### src/rtl/gate_bist_pkg.sv
// Shared definitions for the gate-level BIST controller:
// FSM state encoding, LFSR/MISR tap masks and the default stimulus seed.
package gate_bist_pkg;

    typedef enum logic [1:0] {
        ST_IDLE    = 2'd0,
        ST_SETTLE  = 2'd1,
        ST_CAPTURE = 2'd2,
        ST_FIN     = 2'd3
    } state_e;

    // Stimulus LFSR feedback taps: bits 23, 22, 21, 16.
    localparam logic [23:0] LFSR_TAPS = 24'hE1_0000;

    // Signature MISR feedback taps: bits 15, 13, 12, 10.
    localparam logic [15:0] MISR_TAPS = 16'hB400;

    localparam logic [23:0] DEF_SEED = 24'h00_0001;

endpackage

### src/rtl/gate_bist_ctrl_if.sv
// Control/data bundle between the BIST controller and its environment.
// start/abort/num_pat/rsp in; pat/sig/busy/done out (slave view).
interface gate_bist_ctrl_if #(
    parameter int IN_W  = 24,
    parameter int OUT_W = 10
);
    logic              start;
    logic              abort;
    logic [15:0]       num_pat;
    logic [IN_W-1:0]   pat;
    logic [OUT_W-1:0]  rsp;
    logic [15:0]       sig;
    logic              busy;
    logic              done;

    modport master (
        output start, abort, num_pat, rsp,
        input  pat, sig, busy, done
    );

    modport slave (
        input  start, abort, num_pat, rsp,
        output pat, sig, busy, done
    );
endinterface

### src/rtl/gate_bist_misr.sv
// One MISR step: shifts the signature with tap feedback, folds in rsp.
// Ports: sig (current), rsp (gate response), nxt (next signature).
module gate_bist_misr
    import gate_bist_pkg::*;
#(
    parameter int OUT_W = 10
) (
    input  logic [15:0]      sig,
    input  logic [OUT_W-1:0] rsp,
    output logic [15:0]      nxt
);
    logic fb;

    assign fb  = ^(sig & MISR_TAPS);
    assign nxt = {sig[14:0], fb} ^ 16'(rsp);
endmodule

### src/rtl/gate_bist_ctrl.sv
// BIST controller: drives LFSR stimulus to a gate model, waits SETTLE
// cycles, compacts the response into a MISR. Ports: clk, rst, bus (slave).
module gate_bist_ctrl
    import gate_bist_pkg::*;
#(
    parameter int              IN_W   = 24,
    parameter int              OUT_W  = 10,
    parameter int              SETTLE = 2,
    parameter logic [IN_W-1:0] SEED   = IN_W'(DEF_SEED)
) (
    input  logic        clk,
    input  logic        rst,
    gate_bist_ctrl_if.slave bus
);
    localparam logic [1:0] S_IDLE    = ST_IDLE;
    localparam logic [1:0] S_SETTLE  = ST_SETTLE;
    localparam logic [1:0] S_CAPTURE = ST_CAPTURE;
    localparam logic [1:0] S_FIN     = ST_FIN;

    // Settle counter only needs to hold SETTLE-1.
    localparam int WW = (SETTLE > 1) ? $clog2(SETTLE) : 1;
    localparam logic [WW-1:0]   WRLD  = WW'(SETTLE - 1);
    localparam logic [IN_W-1:0] LTAPS = IN_W'(LFSR_TAPS);

    logic [1:0]      state;
    logic [15:0]     cnt;
    logic [WW-1:0]   wcnt;
    logic [IN_W-1:0] pat_q;
    logic [IN_W-1:0] pat_nxt;
    logic [15:0]     sig_q;
    logic [15:0]     sig_nxt;

    assign pat_nxt = {pat_q[IN_W-2:0], ^(pat_q & LTAPS)};

    gate_bist_misr #(.OUT_W(OUT_W)) u_misr (
        .sig (sig_q),
        .rsp (bus.rsp),
        .nxt (sig_nxt)
    );

    always_ff @(posedge clk) begin
        if (rst) begin
            state <= S_IDLE;
            cnt   <= '0;
            wcnt  <= '0;
            pat_q <= '0;
            sig_q <= '0;
        end else if (bus.abort && state != S_IDLE) begin
            // pat/sig deliberately left untouched
            state <= S_IDLE;
        end else begin
            unique case (1'b1)
                (state == S_IDLE): begin
                    if (bus.start) begin
                        pat_q <= SEED;
                        sig_q <= '0;
                        cnt   <= bus.num_pat;
                        wcnt  <= WRLD;
                        state <= (bus.num_pat == 16'd0)
                               ? S_FIN : S_SETTLE;
                    end
                end
                (state == S_SETTLE): begin
                    if (wcnt == '0)
                        state <= S_CAPTURE;
                    else
                        wcnt <= wcnt - 1'b1;
                end
                (state == S_CAPTURE): begin
                    sig_q <= sig_nxt;
                    cnt   <= cnt - 16'd1;
                    if (cnt == 16'd1) begin
                        state <= S_FIN;
                    end else begin
                        pat_q <= pat_nxt;
                        wcnt  <= WRLD;
                        state <= S_SETTLE;
                    end
                end
                (state == S_FIN): begin
                    state <= S_IDLE;
                end
                default: state <= S_IDLE;
            endcase
        end
    end

    assign bus.pat  = pat_q;
    assign bus.sig  = sig_q;
    assign bus.busy = (state != S_IDLE);
    assign bus.done = (state == S_FIN);
endmodule
### src/flat_wrapper.sv
// flat-port wrapper written by rule: the top's interface ports become plain ports
module gate_bist_ctrl_flat import gate_bist_pkg::*;
#(
    parameter int              IN_W   = 24,
    parameter int              OUT_W  = 10,
    parameter int              SETTLE = 2,
    parameter logic [IN_W-1:0] SEED   = IN_W'(DEF_SEED)
)
  (clk, rst, bus_start, bus_abort, bus_num_pat, bus_rsp, bus_pat, bus_sig, bus_busy, bus_done);
  gate_bist_ctrl_if #(.IN_W(IN_W), .OUT_W(OUT_W)) bus_i ();
  input  logic clk;
  input  logic rst;
  input wire logic [$bits(bus_i.start)-1:0] bus_start;
  input wire logic [$bits(bus_i.abort)-1:0] bus_abort;
  input wire logic [$bits(bus_i.num_pat)-1:0] bus_num_pat;
  input wire logic [$bits(bus_i.rsp)-1:0] bus_rsp;
  output wire logic [$bits(bus_i.pat)-1:0] bus_pat;
  output wire logic [$bits(bus_i.sig)-1:0] bus_sig;
  output wire logic [$bits(bus_i.busy)-1:0] bus_busy;
  output wire logic [$bits(bus_i.done)-1:0] bus_done;
  assign bus_i.start = bus_start;
  assign bus_i.abort = bus_abort;
  assign bus_i.num_pat = bus_num_pat;
  assign bus_i.rsp = bus_rsp;
  assign bus_pat = bus_i.pat;
  assign bus_sig = bus_i.sig;
  assign bus_busy = bus_i.busy;
  assign bus_done = bus_i.done;
  gate_bist_ctrl #(.IN_W(IN_W), .OUT_W(OUT_W), .SETTLE(SETTLE), .SEED(SEED)) u_core (.clk(clk), .rst(rst), .bus(bus_i));
endmodule
### config.mk
export PLATFORM = sky130hd
export DESIGN_NAME = gate_bist_ctrl_flat
export DESIGN_NICKNAME = d
export VERILOG_FILES = /design/src/rtl/gate_bist_pkg.sv /design/src/rtl/gate_bist_ctrl_if.sv /design/src/rtl/gate_bist_misr.sv /design/src/rtl/gate_bist_ctrl.sv /design/src/flat_wrapper.sv
export SDC_FILE = /design/constraint.sdc
export NUM_CORES = 1
export LEC_CHECK = 0
export ABC_AREA = 1
export CORE_MARGIN = 4
export CORE_UTILIZATION = 54
export CTS_CLUSTER_DIAMETER = 120
export DETAILED_ROUTE_END_ITERATION = 6
export GPL_TIMING_DRIVEN = 0
export HOLD_SLACK_MARGIN = 0.06
export PLACE_DENSITY_LB_ADDON = 0.05
export SLEW_MARGIN = 5
export SYNTH_ARGS = -nofsm -noshare
export SYNTH_HDL_FRONTEND = slang
export SYNTH_SLANG_ARGS = --single-unit
### constraint.sdc
create_clock -name clk -period 2.2 [get_ports clk]
set_clock_uncertainty 0.1 [all_clocks]
set_input_delay 0.66 -clock clk [delete_from_list [all_inputs] [get_ports clk]]
set_output_delay 0.66 -clock clk [all_outputs]
set_load 0.005 [all_outputs]
; Word-level counts from Yosys, hierarchy flattened
; Index checks and enable logic that the tools add are counted.
[word_totals]
elab_cells = 45
in_bits = 30
register_bits = 59
[classes]
add_sub_neg = 2
eq_ne = 7
reduce_logical = 13
bitwise = 2
muxes = 16
[op_table]
columns = operator, n
row1 = 16-bit case mux with 2 select lines, 2
row2 = 24-bit 2-to-1 mux, 2
row3 = 24-bit case mux with 2 select lines, 1
row4 = 16-bit 2-to-1 mux, 2
row5 = 24-bit parity, 1
row6 = "16-bit by 1-bit equality test with 1-bit output, second input constant", 1
row7 = 16-bit zero test, 1
row8 = 16-bit parity, 1
row9 = "16-bit by 1-bit subtractor with 16-bit output, second input constant", 1
row10 = 16-bit by 10-bit XOR with 16-bit output, 1
row11 = 2-bit 2-to-1 mux, 4
row12 = 4-bit AND reduction, 2
row13 = "2-bit inequality test, second input constant", 3
row14 = 2-bit case mux with 3 select lines, 1
row15 = "2-bit equality test, second input constant", 2
row16 = 2-bit nonzero test, 2
row17 = 1-bit 2-to-1 mux, 3
row18 = 1-bit case mux with 3 select lines, 1
row19 = 3-bit AND reduction, 1
row20 = 3-bit nonzero test, 1
row21 = "2-bit by 1-bit equality test with 1-bit output, second input constant", 1
row22 = 2-bit zero test, 1
row23 = 2-bit AND reduction, 1
row24 = 2-bit OR reduction, 1
row25 = 3 further kinds, 3

; Logic depth before layout (Yosys ltp)
[logic_depth]
ltp_word = 4
ltp_mapped = 10
depth_no_buf = 9

; Modules after synthesis
; A second synthesis with hierarchy kept.
[hier_totals]
hier_cells = 449
hier_area_um2 = 3083.0
[by_module_without_submodules]
columns = module, cells_per_inst, seq_area_each_um2, instances, area_each_um2
row1 = gate_bist_ctrl, 420, 1181.1, 1, 2894.0
row2 = gate_bist_misr, 29, 0.0, 1, 188.9

; Worst setup path after synthesis
; Ideal clock, no wire load.
[synth_path]
path_kind = input to register
from = input port bus_start
to = register u_core.cnt[14]
n_path_buf = 1
cell_stages = 8
arrival_ns = 1.392
slack_ns = 0.595
setup_ns = 0.113
path_cell_list = inv_1 > nand2_1 > nand2_2 > nor2_8 > buf_4 > nand3_1 > o21ai_1 > nor2_1
[synth_between]
elab_chain_len = 2
[synth_lines]
columns = element, line_no
row1 = from (decl), flat_wrapper.sv:13  ; input wire logic [$bits(bus_i.start)-1:0] bus_start;
row2 = 2-bit inequality test (no source line), -
row3 = 3-bit AND reduction (no source line), -
row4 = to (signal assigned), gate_bist_ctrl.sv:57  ; cnt <= bus.num_pat;
row5 = to (signal assigned), gate_bist_ctrl.sv:71  ; cnt <= cnt - 16'd1;
row6 = to (decl), gate_bist_ctrl.sv:26  ; logic [15:0] cnt;
; Every way passes these cells.
; A chain may end at the register's enable or synchronous reset.

; Worst setup path in the final report
[layout_path]
from = register u_core.state[1]
to = output port bus_done
[layout_between]
elab_chain_len = 1
[layout_lines]
columns = element, line_no
row1 = from (decl), gate_bist_ctrl.sv:25  ; logic [1:0] state;
row2 = from (signal assigned), gate_bist_ctrl.sv:59  ; state <= (bus.num_pat == 16'd0)
row3 = 2-bit equality test, -
row4 = to (decl), flat_wrapper.sv:20  ; output wire logic [$bits(bus_i.done)-1:0] bus_done;
; Every way passes these cells.

==> flow_summary.yaml <==
routing:
  drt-pass1-iter-count: 6
  ant_nets: 0
  dr_total_vias: 3408
  routed_wirelength_um: 8610
  detailedRoute.firstIterationViolations: 245
  route.detailed.drc: 0
  vias_per_cell: 5.31
  routed_wire_length_per_instance_um: 13.4
clock_network:
  cts.path.max_buffers: 2
  clk_pin_slew_worst_paths_ps: 70
  clkLatencyLatePin_ps: 350
  cts-htree-levels: 3
  clock_tree_from_tritoncts: "yes"
  cts_buffers: 9
  numClockSinks: 59
  root_buffer: "clkbuf_8"
  hold_bufs_inserted_after_cts: 0
  post_cts_setup_driven_buffer_insertion_count: 0
  cts_resized: 0
setup_path:
  r2r_end: "u_core.bus.pat[13]"
  critPathMaxFanout: 5
  timing.critical_path.from_type: "flip-flop"
  arrival_time_of_data_at_the_critical_path_endpoint_ps: 1340
  worstPathRequired_ps: 1440
  setup.worst_path.class: "flip-flop to output port"
  worst-r2r-cell-count: 8
  critPathCaptureType: "output port"
  reg2reg_from: "u_core.cnt[9]"
  reg2reg_setup_slack_ps: 480
place:
  post-place-ws_ps: -136
  post_dp_cell_area_mm2: 0.00392
  dp_hpwl_um: 6250
  routabilityCongestion: 0.901
  buffer_ports.inserted: 71
global_route:
  antenna_found_initial: 0
  overflow: 0
  grt.total_usage_pct: 25.3
  grt_pass1_wl_um: 14500
  grt_max_degree: 11
  first_global_vias: 3275
power_and_ir_drop:
  max-vdd-ir-drop_mv: 0.560
  power_density_mw_per_mm2: 849
  static-leakage-power_nw: 1.78
  total_power_mw: 3.53
timing:
  max_freq_ghz: 0.476
  fin_hold_ws_ps: 364
  fin_crit_sh_pct: 95.6
  slew_viol_final: 0
  worst_pin_slew_ps: 546
  finalSetupViolCount: 0
  hold_viol: 0
  layout_setup_ws_ps: 97.0
  max-slew-margin-rel_pct: 63.3
  timing.final.crit_period_ps: 2100
  rsz_0062_raised_after_global_routing: "false"
logic_synthesis:
  synth.avg_cell_area_um2: 6.45
  ys.warnings.count: 0
  synth-seq-area-share_pct: 37.9
  synth_fp_nets: 516
  number_of_instances_in_the_synthesized_netlist: 484
  synthesis.area_mm2: 0.00312
  synth_top_cell_area_share_pct: 37.9
  postSynthRegisterBits: 59
  synth_top_area_cell: "dfxtp_1"
  cell_types_occupying_the_most_area_after_synthesis: "dfxtp_1 38%, nand2_1 17%, a21oi_1 9.3%, nor2_1 7.6%, nand3_1 7.4%"
  synth_cell_type_count: 27
floorplan:
  initial_core_util_pct: 56.3
  die_width_um: 84.0
  core_mm2: 0.00554
  die_h_um: 84.0
  placementRows: 27
  dieArea_mm2: 0.00706
  num_io_pins: 72
layout:
  area.sequential_mm2: 0.00118
  final_cell_area_mm2: 0.00415
  multiInputGateArea_mm2: 0.00169
  areaGrowthSynthToFinish_pct: 33.1
  fill_cell_total_of_the_finished_layout: 463
  num-nets-final: 598
  antenna-diode-count: 0
  drive_gt1_share_pct: 7.37
hold_path:
  hp_class: "flip-flop to flip-flop"
  holdCritStartpoint: "u_core.wcnt"
  whs_endpoint: "u_core.wcnt"
  min_delay_path_depth: 2
run_status:
  outcome: "complete, no violations"
run:
  max_cap_viol_count: 0
per-stage QoR:
stage | instances | util (%) | TNS, ps
after detailed placement | 627 | 70.8 | -3650
after CTS | 642 | 74.8 | 0
after global routing | 642 | 75.0 | 0
after floorplan | 484 | - | 0
final | 642 | 75.0 | 0
after global placement | 627 | 70.8 | -2900
worst max-delay path: stages, from the launching register on:
cell and delay, ps:
dfxtp_2 380, nand2_1 80, inv_1 60, clkdlybuf4s50_1 490
sequential cells by signal (all words and copies together) (netlist names):
name and flops:
u_core.bus.pat 24, u_core.bus.sig 16, u_core.cnt 16, u_core.state 2, u_core.wcnt 1
cell usage in the layout, fill, tap and decap left out, types with 2 or more instances in the layout:
| cell type | instances |
|---|---|
| dfxtp_1 | 57 |
| o21ai_1 | 2 |
| nor3_1 | 4 |
| nor2_1 | 63 |
| nand2_2 | 2 |
| o21ai_0 | 19 |
| nand3_1 | 46 |
| nor2_2 | 2 |
| clkbuf_1 | 10 |
| xnor2_1 | 4 |
| nand2_1 | 141 |
| inv_1 | 31 |
| nand3b_1 | 3 |
| xor2_1 | 11 |
| dfxtp_2 | 2 |
| clkdlybuf4s50_1 | 71 |
| clkbuf_8 | 11 |
| a21oi_1 | 58 |
| ha_1 | 2 |
| bufinv_16 | 2 |
| buf_4 | 3 |
| buf_2 | 14 |
layout make-up:
type / instances / area share [%]
multi-input cells: 365 / 40.6
flip-flops and latches: 59 / 28.5
repair buffers: 71 / 17.1
clock buffers: 11 / 3.64
plain buffers: 27 / 3.13
inverters: 33 / 3.04
well taps: 72 / 2.17
clock inverters: 4 / 1.78
synth_stat cells, drive strengths merged:
cell type / number
ha: 2
nor2: 67
nand3: 46
nand3b: 3
xnor2: 4
nor3: 4
buf: 17
xor2: 11
o211ai: 1
clkbuf: 10
nand2: 143
o31ai: 1
a211oi: 1
o22ai: 1
dfxtp: 59
nand4: 1
nor4: 1
o21ai: 21
a21oi: 58
inv: 33
logic make-up (layout without fill, tap and decap cells):
logic type | Yosys count | after routing | share of synthesized area [%]
and+or+nand+nor | 265 | 265 | 35.3
AOI/OAI and AO/OA | 83 | 83 | 13.6
buffers and inverters | 60 | 146 | 8.22
DFF | 59 | 59 | 37.9
xor gates and xnor gates | 15 | 15 | 4.21
adders and majority gates | 2 | 2 | 0.802
power by group:
part | total [mW] | internal, mW | leakage (nW) | switching (mW)
clock | 1.14 | 0.693 | 0.115 | 0.445
combinational | 1.07 | 0.475 | 1.18 | 0.598
sequential | 1.32 | 1.20 | 0.485 | 0.117
total | 3.53 | 2.37 | 1.78 | 1.16
worst max path at each step:
stage / from / endpoint / slack [ps] / depth (start not counted)
2_1_floorplan: bus_start / u_core.cnt[14] / 600 / 8
3_3_place_gp: rst / u_core.cnt[5] / -150 / 4
3_5_place_dp: rst / u_core.cnt[5] / -140 / 4
4_1_cts: u_core.state[1] / bus_busy / 20 / 3
5_1_grt: u_core.state[1] / bus_done / 50 / 3
6_report: u_core.state[1] / bus_done / 100 / 3
metal layers:
layer  GRT usage (%)  share of wire [%]  vias up
met4            11.0                2.6        0
met3            4.44                6.0       20
met5               0                  0        -
met1            31.0                 43     1543
met2            43.4                 49      128
li1                -                  -     1717
(Power assumes the default switching activity.)
